$ cat src/rtl/sl_pkg.sv
// sl_pkg: definitions shared by the SL transmitter and receiver.
//   sl_state_t    : frame sequencing states
//   SL_LEN_MIN/MAX: legal word-length range (length must also be even)
//   SL_IDLE_LEVEL : resting level of both active-low lines
//   sl_parity()   : parity bit that makes the frame's count of ones odd
package sl_pkg;

    typedef enum logic [2:0] {
        IDLE,
        GUARD,
        BIT_LOW,
        BIT_HIGH,
        PAR_LOW,
        PAR_HIGH,
        STOP_LOW,
        STOP_HIGH
    } sl_state_t;

    localparam int   SL_LEN_MIN    = 8;
    localparam int   SL_LEN_MAX    = 32;
    localparam logic SL_IDLE_LEVEL = 1'b1;

    // Bits above the word length must already be masked off by the caller.
    // Returns 1 when the data holds an even number of ones, so data plus
    // parity always carries an odd number of ones.
    function automatic logic sl_parity(input logic [31:0] data);
        return ~(^data);
    endfunction

endpackage

$ cat src/rtl/sl_phase_timer.sv
// sl_phase_timer: loadable down-counter timing one LOW or HIGH phase.
//   clk, rst_n : clock, asynchronous active-low reset
//   load       : load load_val this cycle (phase entry)
//   load_val   : phase length minus one
//   tc         : terminal count, high while the counter sits at zero
// A phase loaded with L-1 therefore lasts exactly L cycles.
module sl_phase_timer #(
    parameter int WIDTH = 4
) (
    input  logic             clk,
    input  logic             rst_n,
    input  logic             load,
    input  logic [WIDTH-1:0] load_val,
    output logic             tc
);

    logic [WIDTH-1:0] count_reg;
    logic [WIDTH-1:0] count_next;

    always_comb begin
        count_next = count_reg;
        if (load) begin
            count_next = load_val;
        end else if (count_reg != '0) begin
            count_next = count_reg - 1'b1;
        end
    end

    always_ff @(posedge clk or negedge rst_n) begin
        if (!rst_n) begin
            count_reg <= '0;
        end else begin
            count_reg <= count_next;
        end
    end

    assign tc = (count_reg == '0);

endmodule

$ cat src/rtl/sl_transmitter.sv
// sl_transmitter: dual-wire serial-line transmitter.
//   clk, rst_n : clock, asynchronous active-low reset
//   tx_start   : send request, sampled only while tx_ready=1
//   tx_data    : word to send, bit 0 first; bits >= tx_len ignored
//   tx_len     : word length, legal when even and LEN_MIN..LEN_MAX
//   tx_ready   : idle, a request will be accepted
//   tx_busy    : a frame is in progress
//   tx_done    : one-cycle pulse when a frame completes
//   tx_err     : one-cycle pulse when a request has an illegal length
//   sl0, sl1   : active-low zeroes / ones lines
// Frame: GUARD, N data bits, parity, stop. Each element is a LOW phase
// on one line (both lines for stop) followed by a both-high HIGH phase.
module sl_transmitter
    import sl_pkg::*;
#(
    parameter int LOW_CYCLES  = 16,
    parameter int HIGH_CYCLES = 16,
    parameter int LEN_MIN     = SL_LEN_MIN,
    parameter int LEN_MAX     = SL_LEN_MAX
) (
    input  logic        clk,
    input  logic        rst_n,
    input  logic        tx_start,
    input  logic [31:0] tx_data,
    input  logic [5:0]  tx_len,
    output logic        tx_ready,
    output logic        tx_busy,
    output logic        tx_done,
    output logic        tx_err,
    output logic        sl0,
    output logic        sl1
);

    localparam int MAX_CYCLES = (LOW_CYCLES > HIGH_CYCLES) ? LOW_CYCLES : HIGH_CYCLES;
    localparam int TW         = $clog2(MAX_CYCLES);
    localparam logic [TW-1:0] LOW_LOAD  = TW'(LOW_CYCLES - 1);
    localparam logic [TW-1:0] HIGH_LOAD = TW'(HIGH_CYCLES - 1);

    sl_state_t   state_reg, state_next;
    logic [31:0] shreg_reg, shreg_next;
    logic [5:0]  idx_reg, idx_next, idx_inc;
    logic [5:0]  len_reg, len_next;
    logic        par_reg, par_next;
    logic        sl0_reg, sl0_next;
    logic        sl1_reg, sl1_next;
    logic        ready_reg, ready_next;
    logic        busy_reg, busy_next;
    logic        done_reg, done_next;
    logic        err_reg, err_next;

    logic          tmr_load;
    logic [TW-1:0] tmr_load_val;
    logic          tmr_tc;

    // Mask of the bits that belong to the requested word.
    logic [31:0] len_mask;
    for (genvar gi = 0; gi < 32; gi++) begin : g_len_mask
        assign len_mask[gi] = (tx_len > 6'(gi));
    end

    logic len_legal;
    assign len_legal = !tx_len[0] && (tx_len >= 6'(LEN_MIN)) && (tx_len <= 6'(LEN_MAX));

    sl_phase_timer #(
        .WIDTH(TW)
    ) u_timer (
        .clk     (clk),
        .rst_n   (rst_n),
        .load    (tmr_load),
        .load_val(tmr_load_val),
        .tc      (tmr_tc)
    );

    always_comb begin
        state_next   = state_reg;
        shreg_next   = shreg_reg;
        idx_next     = idx_reg;
        len_next     = len_reg;
        par_next     = par_reg;
        tmr_load     = 1'b0;
        tmr_load_val = HIGH_LOAD;
        done_next    = 1'b0;
        err_next     = 1'b0;
        idx_inc      = (idx_reg < len_reg) ? idx_reg + 6'd1 : idx_reg;

        case (state_reg)
            IDLE: begin
                if (tx_start) begin
                    if (len_legal) begin
                        shreg_next   = tx_data & len_mask;
                        len_next     = tx_len;
                        par_next     = sl_parity(tx_data & len_mask);
                        idx_next     = '0;
                        state_next   = GUARD;
                        tmr_load     = 1'b1;
                        tmr_load_val = HIGH_LOAD;
                    end else begin
                        err_next = 1'b1;
                    end
                end
            end
            GUARD: begin
                if (tmr_tc) begin
                    state_next   = BIT_LOW;
                    tmr_load     = 1'b1;
                    tmr_load_val = LOW_LOAD;
                end
            end
            BIT_LOW: begin
                if (tmr_tc) begin
                    state_next   = BIT_HIGH;
                    tmr_load     = 1'b1;
                    tmr_load_val = HIGH_LOAD;
                end
            end
            BIT_HIGH: begin
                if (tmr_tc) begin
                    shreg_next   = shreg_reg >> 1;
                    idx_next     = idx_inc;
                    state_next   = (idx_inc < len_reg) ? BIT_LOW : PAR_LOW;
                    tmr_load     = 1'b1;
                    tmr_load_val = LOW_LOAD;
                end
            end
            PAR_LOW: begin
                if (tmr_tc) begin
                    state_next   = PAR_HIGH;
                    tmr_load     = 1'b1;
                    tmr_load_val = HIGH_LOAD;
                end
            end
            PAR_HIGH: begin
                if (tmr_tc) begin
                    state_next   = STOP_LOW;
                    tmr_load     = 1'b1;
                    tmr_load_val = LOW_LOAD;
                end
            end
            STOP_LOW: begin
                if (tmr_tc) begin
                    state_next   = STOP_HIGH;
                    tmr_load     = 1'b1;
                    tmr_load_val = HIGH_LOAD;
                end
            end
            STOP_HIGH: begin
                if (tmr_tc) begin
                    state_next = IDLE;
                    done_next  = 1'b1;
                end
            end
            default: state_next = IDLE;
        endcase

        // Lines are registered from the state being entered, so a pulse
        // starts on the same edge as its LOW phase. Only STOP_LOW pulls
        // both lines low.
        sl0_next = SL_IDLE_LEVEL;
        sl1_next = SL_IDLE_LEVEL;
        case (state_next)
            BIT_LOW: begin
                sl0_next = shreg_next[0];
                sl1_next = ~shreg_next[0];
            end
            PAR_LOW: begin
                sl0_next = par_next;
                sl1_next = ~par_next;
            end
            STOP_LOW: begin
                sl0_next = ~SL_IDLE_LEVEL;
                sl1_next = ~SL_IDLE_LEVEL;
            end
            default: ;
        endcase

        ready_next = (state_next == IDLE);
        busy_next  = (state_next != IDLE);
    end

    always_ff @(posedge clk or negedge rst_n) begin
        if (!rst_n) begin
            state_reg <= IDLE;
            shreg_reg <= '0;
            idx_reg   <= '0;
            len_reg   <= '0;
            par_reg   <= 1'b0;
            sl0_reg   <= SL_IDLE_LEVEL;
            sl1_reg   <= SL_IDLE_LEVEL;
            ready_reg <= 1'b1;
            busy_reg  <= 1'b0;
            done_reg  <= 1'b0;
            err_reg   <= 1'b0;
        end else begin
            state_reg <= state_next;
            shreg_reg <= shreg_next;
            idx_reg   <= idx_next;
            len_reg   <= len_next;
            par_reg   <= par_next;
            sl0_reg   <= sl0_next;
            sl1_reg   <= sl1_next;
            ready_reg <= ready_next;
            busy_reg  <= busy_next;
            done_reg  <= done_next;
            err_reg   <= err_next;
        end
    end

    assign tx_ready = ready_reg;
    assign tx_busy  = busy_reg;
    assign tx_done  = done_reg;
    assign tx_err   = err_reg;
    assign sl0      = sl0_reg;
    assign sl1      = sl1_reg;

endmodule

$ cat config.mk
export PLATFORM = sky130hd
export DESIGN_NAME = sl_transmitter
export DESIGN_NICKNAME = d
export VERILOG_FILES = /design/src/rtl/sl_pkg.sv /design/src/rtl/sl_phase_timer.sv /design/src/rtl/sl_transmitter.sv
export SDC_FILE = /design/constraint.sdc
export NUM_CORES = 1
export LEC_CHECK = 0
export BUFFER_PORTS_ARGS = -buffer_cell sky130_fd_sc_hd__buf_2
export CAP_MARGIN = 20
export CORE_AREA = 5 5 128 99
export DETAILED_ROUTE_END_ITERATION = 10
export DIE_AREA = 0 0 133 104
export PLACE_DENSITY = 0.57
export SETUP_SLACK_MARGIN = 0.05
export SYNTH_ARGS = -nofsm -noshare
export SYNTH_HDL_FRONTEND = slang
export SYNTH_SLANG_ARGS = --single-unit
$ cat constraint.sdc
create_clock -name clk -period 5.4 [get_ports clk]
set_clock_uncertainty 0.2 [all_clocks]
set_input_delay 0.27 -clock clk [delete_from_list [all_inputs] [get_ports clk]]
set_output_delay 0.27 -clock clk [all_outputs]
set_load 0.05 [all_outputs]
# ---- Word level (Yosys, flattened, before mapping)
# Index checks and enable logic that the tools add are counted.
dict set report classes {
  n_addsub 2
  n_lt_le_gt_ge 36
  eq_ne 13
  muxes 35
  bitwise_logic 4
  reduce_logical 14
}
# operator n
set ops {}
lappend ops {{greater-than comparator 6 x 5 -> 1 bit (second input constant)} 16}
lappend ops {{two-way mux 32 bit} 3}
lappend ops {{one-hot mux 32 bit (2 select lines)} 1}
lappend ops {{greater-than comparator 6 x 4 -> 1 bit (second input constant)} 8}
lappend ops {{AND 32 bit} 1}
lappend ops {{XOR reduction 32 bit} 1}
lappend ops {{two-way mux 3 bit} 10}
lappend ops {{greater-than comparator 6 x 3 -> 1 bit (second input constant)} 4}
lappend ops {{two-way mux 6 bit} 4}
lappend ops {{one-hot mux 3 bit (8 select lines)} 1}
lappend ops {{== test 3 bit (second input constant)} 6}
lappend ops {{greater-than comparator 6 x 1 -> 1 bit (second input constant)} 2}
lappend ops {{greater-than comparator 6 x 2 -> 1 bit (second input constant)} 2}
lappend ops {{less-than comparator 6 bit} 2}
lappend ops {{one-hot mux 6 bit (2 select lines)} 1}
lappend ops {{two-way mux 1 bit} 10}
lappend ops {{== test 3 x 2 -> 1 bit (second input constant)} 3}
lappend ops {{two-way mux 4 bit} 2}
lappend ops {{adder 6 x 1 -> 6 bit (second input constant)} 1}
lappend ops {{>= comparator 6 x 4 -> 1 bit (second input constant)} 1}
lappend ops {{less-or-equal comparator 6 bit (second input constant)} 1}
lappend ops {{logical NOT 3 bit} 2}
lappend ops {{!= test 2 bit (second input constant)} 3}
lappend ops {{one-hot mux 1 bit (3 select lines)} 2}
lappend ops {{other kinds (13)} 17}
dict set report totals {
  regBits 58
  inputBits 41
  output_inout_bits 6
  wordCells 117
}

# ---- Longest topological paths before layout
# Gate-level depths: netlist of run 1.
dict set report logic_depth {
  ltp_word 9
  depth_mapped 20
  mapped_depth_nobuf 19
}

# ---- Modules after synthesis
# From an unflattened synthesis of run 1, not the netlist that was laid out.
dict set report hier_totals {
  cells_unflattened 408
  area_unflattened_um2 3674.8
}
# mod n_inst cells_per_inst area_per_inst_um2 seq_area_each_um2
set modules_own_cells {}
lappend modules_own_cells {sl_transmitter 1 386 3440.8 1355.0}
lappend modules_own_cells {sl_phase_timer 1 22 234.0 100.1}

# ---- Worst setup path after synthesis of run 1
# Ideal clock, no wire load.
dict set report synth_path {
  path_type {reg2reg}
  from {reg idx_reg[3]}
  to {reg busy_reg, in the netlist tx_busy}
  setup_ps 138
  arrival_time_ps 3427
  required_ps 5062
  setup_slack_ps 1636
  stages_incl_launch_ff 18
  path_buffers 1
  period_less_slack_ps 3764
  path_cell_list {dfrtp_1 -> ha_1 -> a21oi_1 -> o21ai_0 -> a21oi_1 -> o21a_1 -> clkbuf_1 -> nand4_1 -> xnor2_1 -> ha_1 -> a21o_1 -> a21o_1 -> a21oi_1 -> and4b_1 -> o211ai_1 -> o211ai_1 -> a221o_1 -> or3_1}
}
dict set report synth_via {
  elab_chain_cells 7
  word_cells_on_any_way 8
  classes_between {1 x add/sub; 2 x order compare; 4 x mux; 1 x reduce/logical}
}
# element line
set synth_rtl {}
lappend synth_rtl {{start, declared} sl_transmitter.sv:41} ;# logic [5:0] idx_reg, idx_next, idx_inc;
lappend synth_rtl {{start signal, assigned} sl_transmitter.sv:196} ;# idx_reg <= idx_next;
lappend synth_rtl {{adder 6 x 1 -> 6 bit or less-than comparator 6 bit (tied branches)} sl_transmitter.sv:84} ;# idx_inc = (idx_reg < len_reg) ? idx_reg + 6'd1 : idx_reg;
lappend synth_rtl {{two-way mux 6 bit (*)} sl_transmitter.sv:84}
lappend synth_rtl {{less-than comparator 6 bit (*)} sl_transmitter.sv:120} ;# state_next = (idx_inc < len_reg) ? BIT_LOW : PAR_LOW;
lappend synth_rtl {{two-way mux 3 bit (*)} sl_transmitter.sv:120}
lappend synth_rtl {{two-way mux 3 bit (*)} sl_transmitter.sv:117} ;# if (tmr_tc) begin
lappend synth_rtl {{one-hot mux 3 bit (8 select lines) (*)} sl_transmitter.sv:86} ;# case (state_reg)
lappend synth_rtl {{net state_next[1]} sl_transmitter.sv:39} ;# sl_state_t state_reg, state_next;
lappend synth_rtl {{nonzero test 3 bit (*)} sl_transmitter.sv:177} ;# busy_next = (state_next != IDLE);
lappend synth_rtl {{net busy_next} sl_transmitter.sv:47} ;# logic busy_reg, busy_next;
lappend synth_rtl {{end signal, assigned} sl_transmitter.sv:202} ;# busy_reg <= busy_next;
lappend synth_rtl {{end, declared} sl_transmitter.sv:47}
# The timed path passes the listed nets; every way through them passes the cells marked *.
# A chain may end at the register's enable or synchronous reset.

# ---- Worst setup path after layout of run 1
# Ends and elaborated chain as after synthesis.

==> results of run 1 <==
==> worst max path at each step <==
stage / endpoint / depth (start not counted) / slack, ns / from
2_1_floorplan: tx_busy$_DFF_PN0_ / 17 / 1.64 / idx_reg[3]$_DFFE_PN0P_
3_3_place_gp: tx_busy$_DFF_PN0_ / 16 / 1.44 / idx_reg[3]$_DFFE_PN0P_
3_5_place_dp: tx_busy$_DFF_PN0_ / 16 / 1.25 / idx_reg[3]$_DFFE_PN0P_
4_1_cts: tx_busy$_DFF_PN0_ / 16 / 1.15 / idx_reg[3]$_DFFE_PN0P_
5_1_grt: tx_busy$_DFF_PN0_ / 16 / 0.78 / idx_reg[3]$_DFFE_PN0P_
6_report: tx_busy$_DFF_PN0_ / 16 / 1.16 / idx_reg[3]$_DFFE_PN0P_
==> metrics by stage <==
stage / utilization (%) / cells / power, mW
after floorplan: - / 455 / 0.549
after global placement: 36.5 / 614 / 0.600
after detailed placement: 36.5 / 614 / 0.601
after CTS: 39.0 / 631 / 1.14
after global routing: 39.0 / 631 / 1.17
final: 39.0 / 631 / 1.13
==> per-layer routing <==
| layer | vias up | wire length [microns] | GRT usage, % |
|---|---|---|---|
| li1 | 1680 | - | - |
| met1 | 1678 | 5250 | 22.8 |
| met2 | 76 | 4610 | 22.4 |
| met3 | 12 | 401 | 3.19 |
| met4 | 0 | 146 | 4.01 |
| met5 | - | 0 | 0 |
==> power by group <==
group / total [mW] / switching [mW] / internal, mW
registers: 0.435 / 0 / 0.435
clock network: 0.538 / 0.216 / 0.322
logic: 0.158 / 0.0846 / 0.0729
total: 1.13 / 0.300 / 0.830
==> cell type report <==
class	instances	area share, %
tap	144	4.07
inverter	17	1.44
sequential	58	32.8
clock buffer	10	5.39
clock inverter	6	0.932
multi-input combinational	346	49.4
timing repair buffer	50	5.93
==> worst max-delay path, cell delays in order (launching register included) <==
cell and delay (ns):
dfrtp_1 0.45, ha_1 0.35, a21oi_1 0.13, o21ai_0 0.12
a21oi_1 0.22, o21a_1 0.31, nand4_1 0.20, xnor2_1 0.17
ha_1 0.30, a21o_1 0.17, a21o_1 0.17, a21oi_1 0.23
and4b_1 0.23, o211ai_1 0.10, o211ai_1 0.15, o211ai_1 0.22
or3_1 0.39
==> cells in the final DEF, fill, tap and decap left out, types with 6 or more instances in the layout <==
| cell type | netlist | final |
|---|---|---|
| nand3_1 | 6 | 6 |
| dfrtp_1 | 55 | 55 |
| a32oi_1 | 7 | 7 |
| clkbuf_16 | 0 | 9 |
| o21ai_0 | 59 | 59 |
| inv_1 | 17 | 17 |
| ha_1 | 16 | 16 |
| xnor2_1 | 20 | 20 |
| buf_2 | 12 | 46 |
| o21a_1 | 9 | 9 |
| nor2_1 | 32 | 31 |
| xor2_1 | 9 | 9 |
| a22oi_1 | 9 | 9 |
| a21oi_1 | 28 | 28 |
| nand2_1 | 52 | 52 |
| o211ai_1 | 6 | 6 |
| nand2b_1 | 6 | 6 |
==> cells by family after synthesis <==
group / Yosys count
buf+inv: 51
mux: 4
compound gates: 162
xor+xnor: 30
fa+ha+maj: 17
simple gates: 133
flops: 58
==> summary.txt, run 1 <==
Global route
  – Largest net degree at the start of global routing: 70
  – Vias in the first global route: 3298
  – Total track usage: 15.3%
  – Total congestion overflow: 0
  – Initial antenna violation count: 0
  – First-pass GRT wire length: 17300 microns

Cells and area
  – Number of nets in the layout: 539
  – Post-route cell area: 0.00443 sq mm
  – Area growth, synth to finish: 14.9%
  – Register area: 0.00146 sq mm
  – Area of the multi-input gates: 0.00219 sq mm
  – # diodes: 0
  – Share of layout cells above drive strength 1: 14.8%
  – Fill count: 1122
  – Largest register FFs: 32

Clocking
  – Clk buf depth: 2
  – Clock root buffer: clkbuf_16
  – CTS H-Tree Depth: 3
  – Clock Latency Late Sink: 0.33 ns
  – CTS buffer count: 9
  – Hold buffers post-CTS: 1
  – CTS tree: built
  – Clock sink count: 58
  – Post-CTS sizing: 0
  – Post CTS Setup Buffer Count: 0
  – Clock transition at path regs: 0.06 ns

Setup path
  – R2R Path End: tx_busy$_DFF_PN0_
  – Crit path arrival time: 4.24 ns
  – Worst setup EP type: register
  – Crit path kind: reg -> reg
  – Req. time, crit path: 5.40 ns
  – Max Fanout on Critical Path: 9
  – Crit start category: register
  – FF-to-FF Start: idx_reg[3]$_DFFE_PN0P_
  – FF-to-FF path depth: 16
  – R2R Setup Slk: 1.16 ns

Pwr
  – PwrDens: 255 mW/mm^2
  – Peak supply drop: 0.167 mV
  – Leak Pwr: 1.91 nW

Logic synthesis
  – Largest family of logic cells by synthesized area: compound AO/OA/AOI/OAI gates
  – Post-synthesis compound-gate area fraction: 26.7%
  – Post-synth top area share: 35.7%
  – Mapped Area: 0.00385 sq mm
  – Synth Area in XOR/XNOR: 7.17%
  – Gate Count Post-Synth: 455
  – Post-synth top area cell: dfrtp_1
  – Number of synthesis warnings: 0
  – FFs w/ async S/R, synth: 100%
  – EDFF count, synth: 0
  – Mapped Nets: 512
  – Multiplexer share of the synthesized area: 1.07%
  – Post-synthesis cell type count: 59
  – Syn avg cell area: 8.47 sq um
  – Synth top area cells: dfrtp_1 36%, o21ai_0 7.7%, ha_1 5.2%
  – Most numerous cell in the Yosys netlist: o21ai_0
  – Simple-gate share of the synthesized area: 16.3%
  – #FFs+latches synth: 58
  – Commonest cells post-synth: 59 x o21ai_0, 55 x dfrtp_1, 52 x nand2_1
  – Sequential area share after synthesis: 37.7%
  – Area share of fa/ha/maj cells after synthesis: 5.45%
  – Post-synth top flop: dfrtp_1

Floorplanning
  – Starting Density: 33.9%
  – Core area: 0.0114 sq mm
  – Die H: 104 microns
  – I/O Pins: 47
  – Die area: 0.0138 sq mm
  – Rows: 34
  – Die W: 133 microns

STA
  – RSZ-0062 raised after global routing: false
  – Final setup margin: 1.16 ns
  – Fin. Hold Viols: 0
  – Final setup TNS: 0 ns
  – Final worst-path cycle share: 78.6%
  – Fin. max-slew vios: 0
  – Minimum clock period: 4.24 ns
  – Hold slack: 0.0206 ns
  – Final setup viols: 0
  – Worst slew margin: 32.7%
  – Slew @ Worst Pin: 1.01 ns
  – Max Freq: 0.236 GHz

Flow run
  – Max Cap Violations: 0

Routing
  – Avg WL per Cell: 16.5 microns
  – Drt pass-1 iters: 5
  – DRC: 0
  – Via count: 3446
  – Routed vias/inst: 5.46
  – Starting DRT DRC Count: 296
  – Final WL: 10400 microns
  – Routed Antenna Nets: 0

Placement
  – Area post-placement: 0.00414 sq mm
  – GP Congestion: 0.816
  – Port bufs: 46
  – Post-DP HPWL: 7010 microns
  – Pre-CTS setup slack: 1.25 ns

Run status
  – Status: completed

Worst hold path
  – Hold depth: 2
  – Hold_sp: tx_start
  – Worst Hold Endpoint: tx_err$_DFF_PN0_
  – HP Class: in -> reg
No activity file was read; power rests on OpenSTA's default activity.
==> run 2: changes to the inputs <==
Clock period 5.4 ns to 4 ns, I/O delays scaled along.
==> run 2 against run 1 <==
Net effect:
- final cell count grew 3.6%
- clock-buffer cell count is the same
- highest routed layer unchanged
- sequential cell count unchanged
- utilization is 2.2 points higher
- combinational power rose by 35%
- maximum frequency is 9.1% higher
- global-route usage rose by 0.51 points
- critical endpoint unchanged
- largest power group unchanged
==> summary.txt, run 2 (synthesized netlist as in run 1, its figures left out) <==
Run status
  – Status: completed

Cells and area
  – Share of layout cells above drive strength 1: 20.2%
  – Commonest non-fill, non-tap cell in the layout: o21ai_0
  – Utilization after layout: 41.2%
  – # diodes: 0
  – Most frequent cells in the layout: 55 x o21ai_0, 54 x dfrtp_1, 51 x nand2_1, 46 x buf_2, 31 x nor2_1
  – Number of nets in the layout: 562
  – Area growth, synth to finish: 21.5%
  – Largest register FFs: 32
  – Post-route cell area: 0.00468 sq mm

Setup path
  – Worst setup EP type: register
  – WP buf/inv: 0
  – Crit path arrival time: 3.89 ns
  – Slowest-stage cell, CP: or3_1
  – FF-to-FF Start: idx_reg[1]$_DFFE_PN0P_
  – CP delay by family, top: compound AO/OA/AOI/OAI gates
  – FF-to-FF path depth: 16
  – Crit-path cells: ha_1, a21oi_2, o21ai_2, a21oi_2, o21a_1, nand4_1, xnor2_1, ha_1, a21o_1, a21o_1, a21oi_2, and4b_1, o211ai_1, o211ai_1, o211ai_1, or3_1
  – Crit start category: register
  – Critical Path Max Stage Delay: 0.43 ns
  – Crit path kind: reg -> reg
  – Max Fanout on Critical Path: 4
  – R2R Setup Slk: 0.11 ns
  – R2R Path End: tx_busy$_DFF_PN0_
  – Req. time, crit path: 4.00 ns

Floorplanning
  – Die H: 104 microns
  – Core area: 0.0114 sq mm
  – I/O Pins: 47
  – Die area: 0.0138 sq mm
  – Starting Density: 33.9%
  – Die W: 133 microns
  – Rows: 34

Routing
  – Via count: 3483
  – Final WL: 10900 microns
  – Routed vias/inst: 5.33
  – Starting DRT DRC Count: 237
  – Routed Antenna Nets: 0
  – Avg WL per Cell: 16.6 microns
  – DRC: 0
  – Drt pass-1 iters: 4

Clocking
  – Clock root buffer: clkbuf_16
  – Clk buf depth: 2
  – Clock sink count: 58
  – Clock Latency Late Sink: 0.33 ns
  – CTS H-Tree Depth: 3
  – CTS buffer count: 9
  – Clock transition at path regs: 0.05 ns
  – CTS tree: built

Worst hold path
  – Hold depth: 3
  – Hold_sp: tx_len[4]
  – HP Class: in -> reg
  – Worst Hold Endpoint: len_reg[4]$_DFFE_PN0P_

Pwr
  – Peak supply drop: 0.261 mV
  – Total power: 1.59 mW
  – PwrDens: 341 mW/mm^2
  – Leak Pwr: 2.03 nW

STA
  – Fin. Hold Viols: 0
  – Worst slew margin: 49.4%
  – Final setup margin: 0.110 ns
  – Max Freq: 0.257 GHz
  – Final setup viols: 0
  – Minimum clock period: 3.89 ns
  – Final worst-path cycle share: 97.2%
  – RSZ-0062 raised after global routing: true
  – Fin. max-slew vios: 0
  – Slew @ Worst Pin: 0.759 ns
  – Hold slack: 0.0174 ns

Global route
  – First-pass GRT wire length: 17700 microns
  – Vias in the first global route: 3354
  – Total track usage: 15.8%
  – Initial antenna violation count: 0
  – Total congestion overflow: 0
  – Largest net degree at the start of global routing: 63

Placement
  – Port bufs: 46
  – Area post-placement: 0.00421 sq mm
  – Post-DP HPWL: 7240 microns
  – GP Congestion: 0.881
  – Pre-CTS setup slack: -0.0222 ns

Flow run
  – Max Cap Violations: 0
run 2: changes by cell type in the layout (fill, tap and decap cells not counted), sizes merged:
cell,change
bufinv,+1
inv,-1
dlygate4sd3,+3
buf,+20
run 2: repair_timing:
action | in CTS | in global routing
hold buffers | 4 | 0
buffers inserted | 6 | 5
endpoints found under the hold margin | 58 | 0
setup endpoints to repair | 4 | 5
pin swaps | 5 | 12
gates resized for setup | 1 | 15
run 2: cell type report:
class	count	area, sq um
repair buffers	73	447
multi-input cells	346	2230
flip-flops and latches	58	1460
clock buffers	10	239
clock inverters	6	66.3
well taps	144	180
inverters	17	63.8
fillers	1119	6680
run 2: tightest hold or removal path: stages:
cell and delay [ns]:
buf_2 0.16, nand2_1 0.07, o21ai_0 0.07
run 2: per-layer routing:
layer	wire [microns]	track usage [%]	vias to the layer above
met5	0	0	-
met2	4850	22.2	93
met3	597	3.82	9
met1	5320	23.9	1651
li1	-	-	1730
met4	106	4.38	0
run 2: power by group:
part           switching, mW  internal (mW)  leakage [nW]  total [mW]
Clock                  0.295          0.499         0.141       0.793
Combinational          0.112          0.102          1.15       0.214
Sequential                 0          0.587         0.737       0.587
Total                  0.407           1.19          2.03        1.59
run 2: worst max-delay path by stage:
stage / from / endpoint / slack (ns) / cells past startpoint
final: idx_reg[1]$_DFFE_PN0P_ / tx_busy$_DFF_PN0_ / 0.11 / 16
after global routing: idx_reg[1]$_DFFE_PN0P_ / tx_busy$_DFF_PN0_ / -0.1 / 16
after CTS: len_reg[1]$_DFFE_PN0P_ / tx_busy$_DFF_PN0_ / 0.08 / 17
after detailed placement: idx_reg[1]$_DFFE_PN0P_ / tx_busy$_DFF_PN0_ / -0.02 / 16
after global placement: idx_reg[1]$_DFFE_PN0P_ / tx_busy$_DFF_PN0_ / 0.11 / 16
after floorplan: idx_reg[3]$_DFFE_PN0P_ / tx_busy$_DFF_PN0_ / 0.24 / 17
run 2: through the flow:
stage	TNS, ns	std cells
finish	0	654
global route	-0.337	654
CTS	0	649
detailed placement	-0.0370	623
global placement	0	623
floorplan	0	455
==> run 3: changes to the inputs <==
Settings changed: CORE_AREA 5 5 128 99 to 5 5 125 97, DIE_AREA 0 0 133 104 to 0 0 130 102, SYNTH_HIERARCHICAL from default to 1.
==> run 3 against run 2 <==
Net effect:
- clock power grew 6.3%
- critical path depth shrank 3
- sequential share of layout area grew 1.6 points
- via count shrank 9.9%
- synthesized cell count shrank 10%
- sequential power grew 70%
- combinational power grew to 5.2 times the previous value
- register-to-register slack gained 0.34 ns
- non-clock buffer count shrank 11
- worst hold slack gained 0.0072 ns
- first-iteration DRC count shrank 24%
- critical endpoint is now sl0$_DFF_PN1_
==> summary.txt, run 3 <==
Placement
  – Port bufs: 46
  – GP Congestion: 0.807
  – Placed Cells: 576
  – Area post-placement: 0.00402 sq mm
  – Post-DP HPWL: 6860 microns

STA
  – Fin. max-slew vios: 0
  – Final setup TNS: 0 ns
  – Worst slew margin: 50.8%
  – Final worst-path cycle share: 88.8%
  – Minimum clock period: 3.55 ns
  – Slew @ Worst Pin: 0.737 ns
  – Final setup viols: 0
  – RSZ-0062 raised after global routing: false
  – Max Freq: 0.282 GHz
  – Fin. Hold Viols: 0

Setup path
  – CP delay by family, top: compound AO/OA/AOI/OAI gates
  – Critical Path Max Stage Delay: 0.44 ns
  – Req. time, crit path: 4.05 ns
  – WP buf/inv: 0
  – Slowest-stage cell, CP: dfrtp_1
  – Worst path depth: 13
  – Worst setup EP type: register
  – FF-to-FF path depth: 13
  – Crit path kind: reg -> reg
  – Crit start category: register
  – Crit path arrival time: 3.60 ns
  – Max Fanout on Critical Path: 6
  – Crit-path cells: ha_1, a21o_1, a21oi_1, o221ai_1, nor2_1, and3_1, xor2_1, ha_1, nand4_1, o221a_2, a21oi_1, a22oi_1, or2_2

Clocking
  – CTS H-Tree Depth: 3
  – Post CTS Setup Buffer Count: 0
  – Clock sink count: 58
  – Clk buf depth: 2
  – CTS buffer count: 9
  – Clock transition at path regs: 0.06 ns
  – CTS tree: built
  – Clock Latency Late Sink: 0.32 ns
  – Clock root buffer: clkbuf_16

Floorplanning
  – I/O Pins: 47
  – Die area: 0.0133 sq mm
  – Rows: 33
  – Core area: 0.0107 sq mm
  – Die H: 102 microns
  – Starting Density: 34.2%
  – Die W: 130 microns

Pwr
  – PwrDens: 662 mW/mm^2
  – Total power: 2.95 mW
  – Leak Pwr: 2.04 nW
  – Peak supply drop: 0.339 mV

Logic synthesis
  – Most numerous cell in the Yosys netlist: dfrtp_1
  – Mapped Area: 0.00367 sq mm
  – Synth top area cells: dfrtp_1 37%, a221o_1 6.5%, nand2_1 5.1%
  – Post-synthesis cell type count: 55
  – Gate Count Post-Synth: 408
  – Commonest cells post-synth: 55 x dfrtp_1, 50 x nand2_1, 42 x nor2_1
  – Number of synthesis warnings: 6
  – Sequential area share after synthesis: 39.6%
  – Syn avg cell area: 9.01 sq um
  – Post-synth top area cell: dfrtp_1
  – FFs w/ async S/R, synth: 100%
  – Post-synth top area share: 37.5%
  – #FFs+latches synth: 58
  – EDFF count, synth: 0
  – Post-synth top flop: dfrtp_1

Worst hold path
  – HP Class: in -> reg
  – Hold depth: 3

Cells and area
  – Utilization after layout: 41.5%
  – Commonest non-fill, non-tap cell in the layout: dfrtp_1
  – Largest register FFs: 32
  – Share of layout cells above drive strength 1: 19.0%
  – # diodes: 0
  – Most frequent cells in the layout: 55 x dfrtp_1, 50 x nand2_1, 46 x buf_2, 40 x nor2_1, 28 x o21ai_0
  – Number of nets in the layout: 510
  – Final cell count without fillers: 602
  – Post-route cell area: 0.00445 sq mm
  – Area growth, synth to finish: 21.1%

Routing
  – Drt pass-1 iters: 4
  – Final WL: 9690 microns
  – Starting DRT DRC Count: 181
  – Routed Antenna Nets: 0
  – DRC: 0
  – Via count: 3138
  – Avg WL per Cell: 16.1 microns
  – Routed vias/inst: 5.21

Run status
  – Status: completed

Global route
  – Initial antenna violation count: 0
  – First-pass GRT wire length: 15900 microns
  – Total congestion overflow: 0
  – Total track usage: 15.3%
  – Vias in the first global route: 3073
  – Largest net degree at the start of global routing: 59

Flow run
  – Max Cap Violations: 0
==> run 3: stage by stage <==
stage	hold WS, ns	setup slack, ns
floorplan	-0.296	0.801
global placement	0.191	0.639
detailed placement	0.208	0.499
CTS	0.00482	0.472
global route	0.0348	0.263
finish	0.0246	0.448
==> run 3: worst min-delay path, stage by stage <==
cell and delay (ns):
buf_2 0.11, a32oi_1 0.13, nand2_1 0.08
==> run 3: area by class of cell <==
class,count,area (sq um)
Fill cell,1097,6280
Multi-Input combinational cell,311,2060
Clock inverter,6,90.1
Timing Repair Buffer,62,375
Tap cell,140,175
Sequential cell,58,1460
Clock buffer,10,239
Inverter,15,56.3
==> run 3: path summary, 6_finish.rpt <==
kind	endpoint	slack, ns	from
worst max-delay path	sl0$_DFF_PN1_	0.45	idx_reg[3]$_DFFE_PN0P_
worst min-delay path	shreg_reg[12]$_DFFE_PN0P_	0.02	tx_data[12]
worst max register to register	sl0$_DFF_PN1_	0.45	idx_reg[3]$_DFFE_PN0P_
worst min register to register	shreg_reg[12]$_DFFE_PN0P_	0.26	shreg_reg[12]$_DFFE_PN0P_
max in group asynchronous	shreg_reg[17]$_DFFE_PN0P_	2.72	rst_n
min in group asynchronous	state_reg[0]$_DFF_PN0_	0.39	rst_n
==> run 3: cell families after synthesis <==
family / synth area share, %
compound gates: 20.1
xor+xnor: 9.29
fa+ha+maj: 4.09
buf+inv: 4.80
flops: 39.6
mux: 1.94
other cells: 0.102
simple gates: 20.1
==> run 3: timing repair <==
item                      4_1_cts  5_1_grt
resized for setup               0        0
hold buffers                   10        0
hold endpoints to repair       64        0
==> run 3: metal layers <==
metal  vias to the layer above  track usage [%]  wire (microns)
met2                        74             22.0            4160
met3                         4             3.19             395
met1                      1508             23.0            5070
li1                       1552                -               -
met5                         -                0               0
met4                         0             4.87              72
==> run 3: report_power, final <==
| part | internal, mW | switching (mW) | total (mW) |
|---|---|---|---|
| registers | 0.837 | 0.161 | 0.998 |
| logic | 0.493 | 0.614 | 1.11 |
| clock network | 0.563 | 0.280 | 0.843 |
| total | 1.89 | 1.06 | 2.95 |
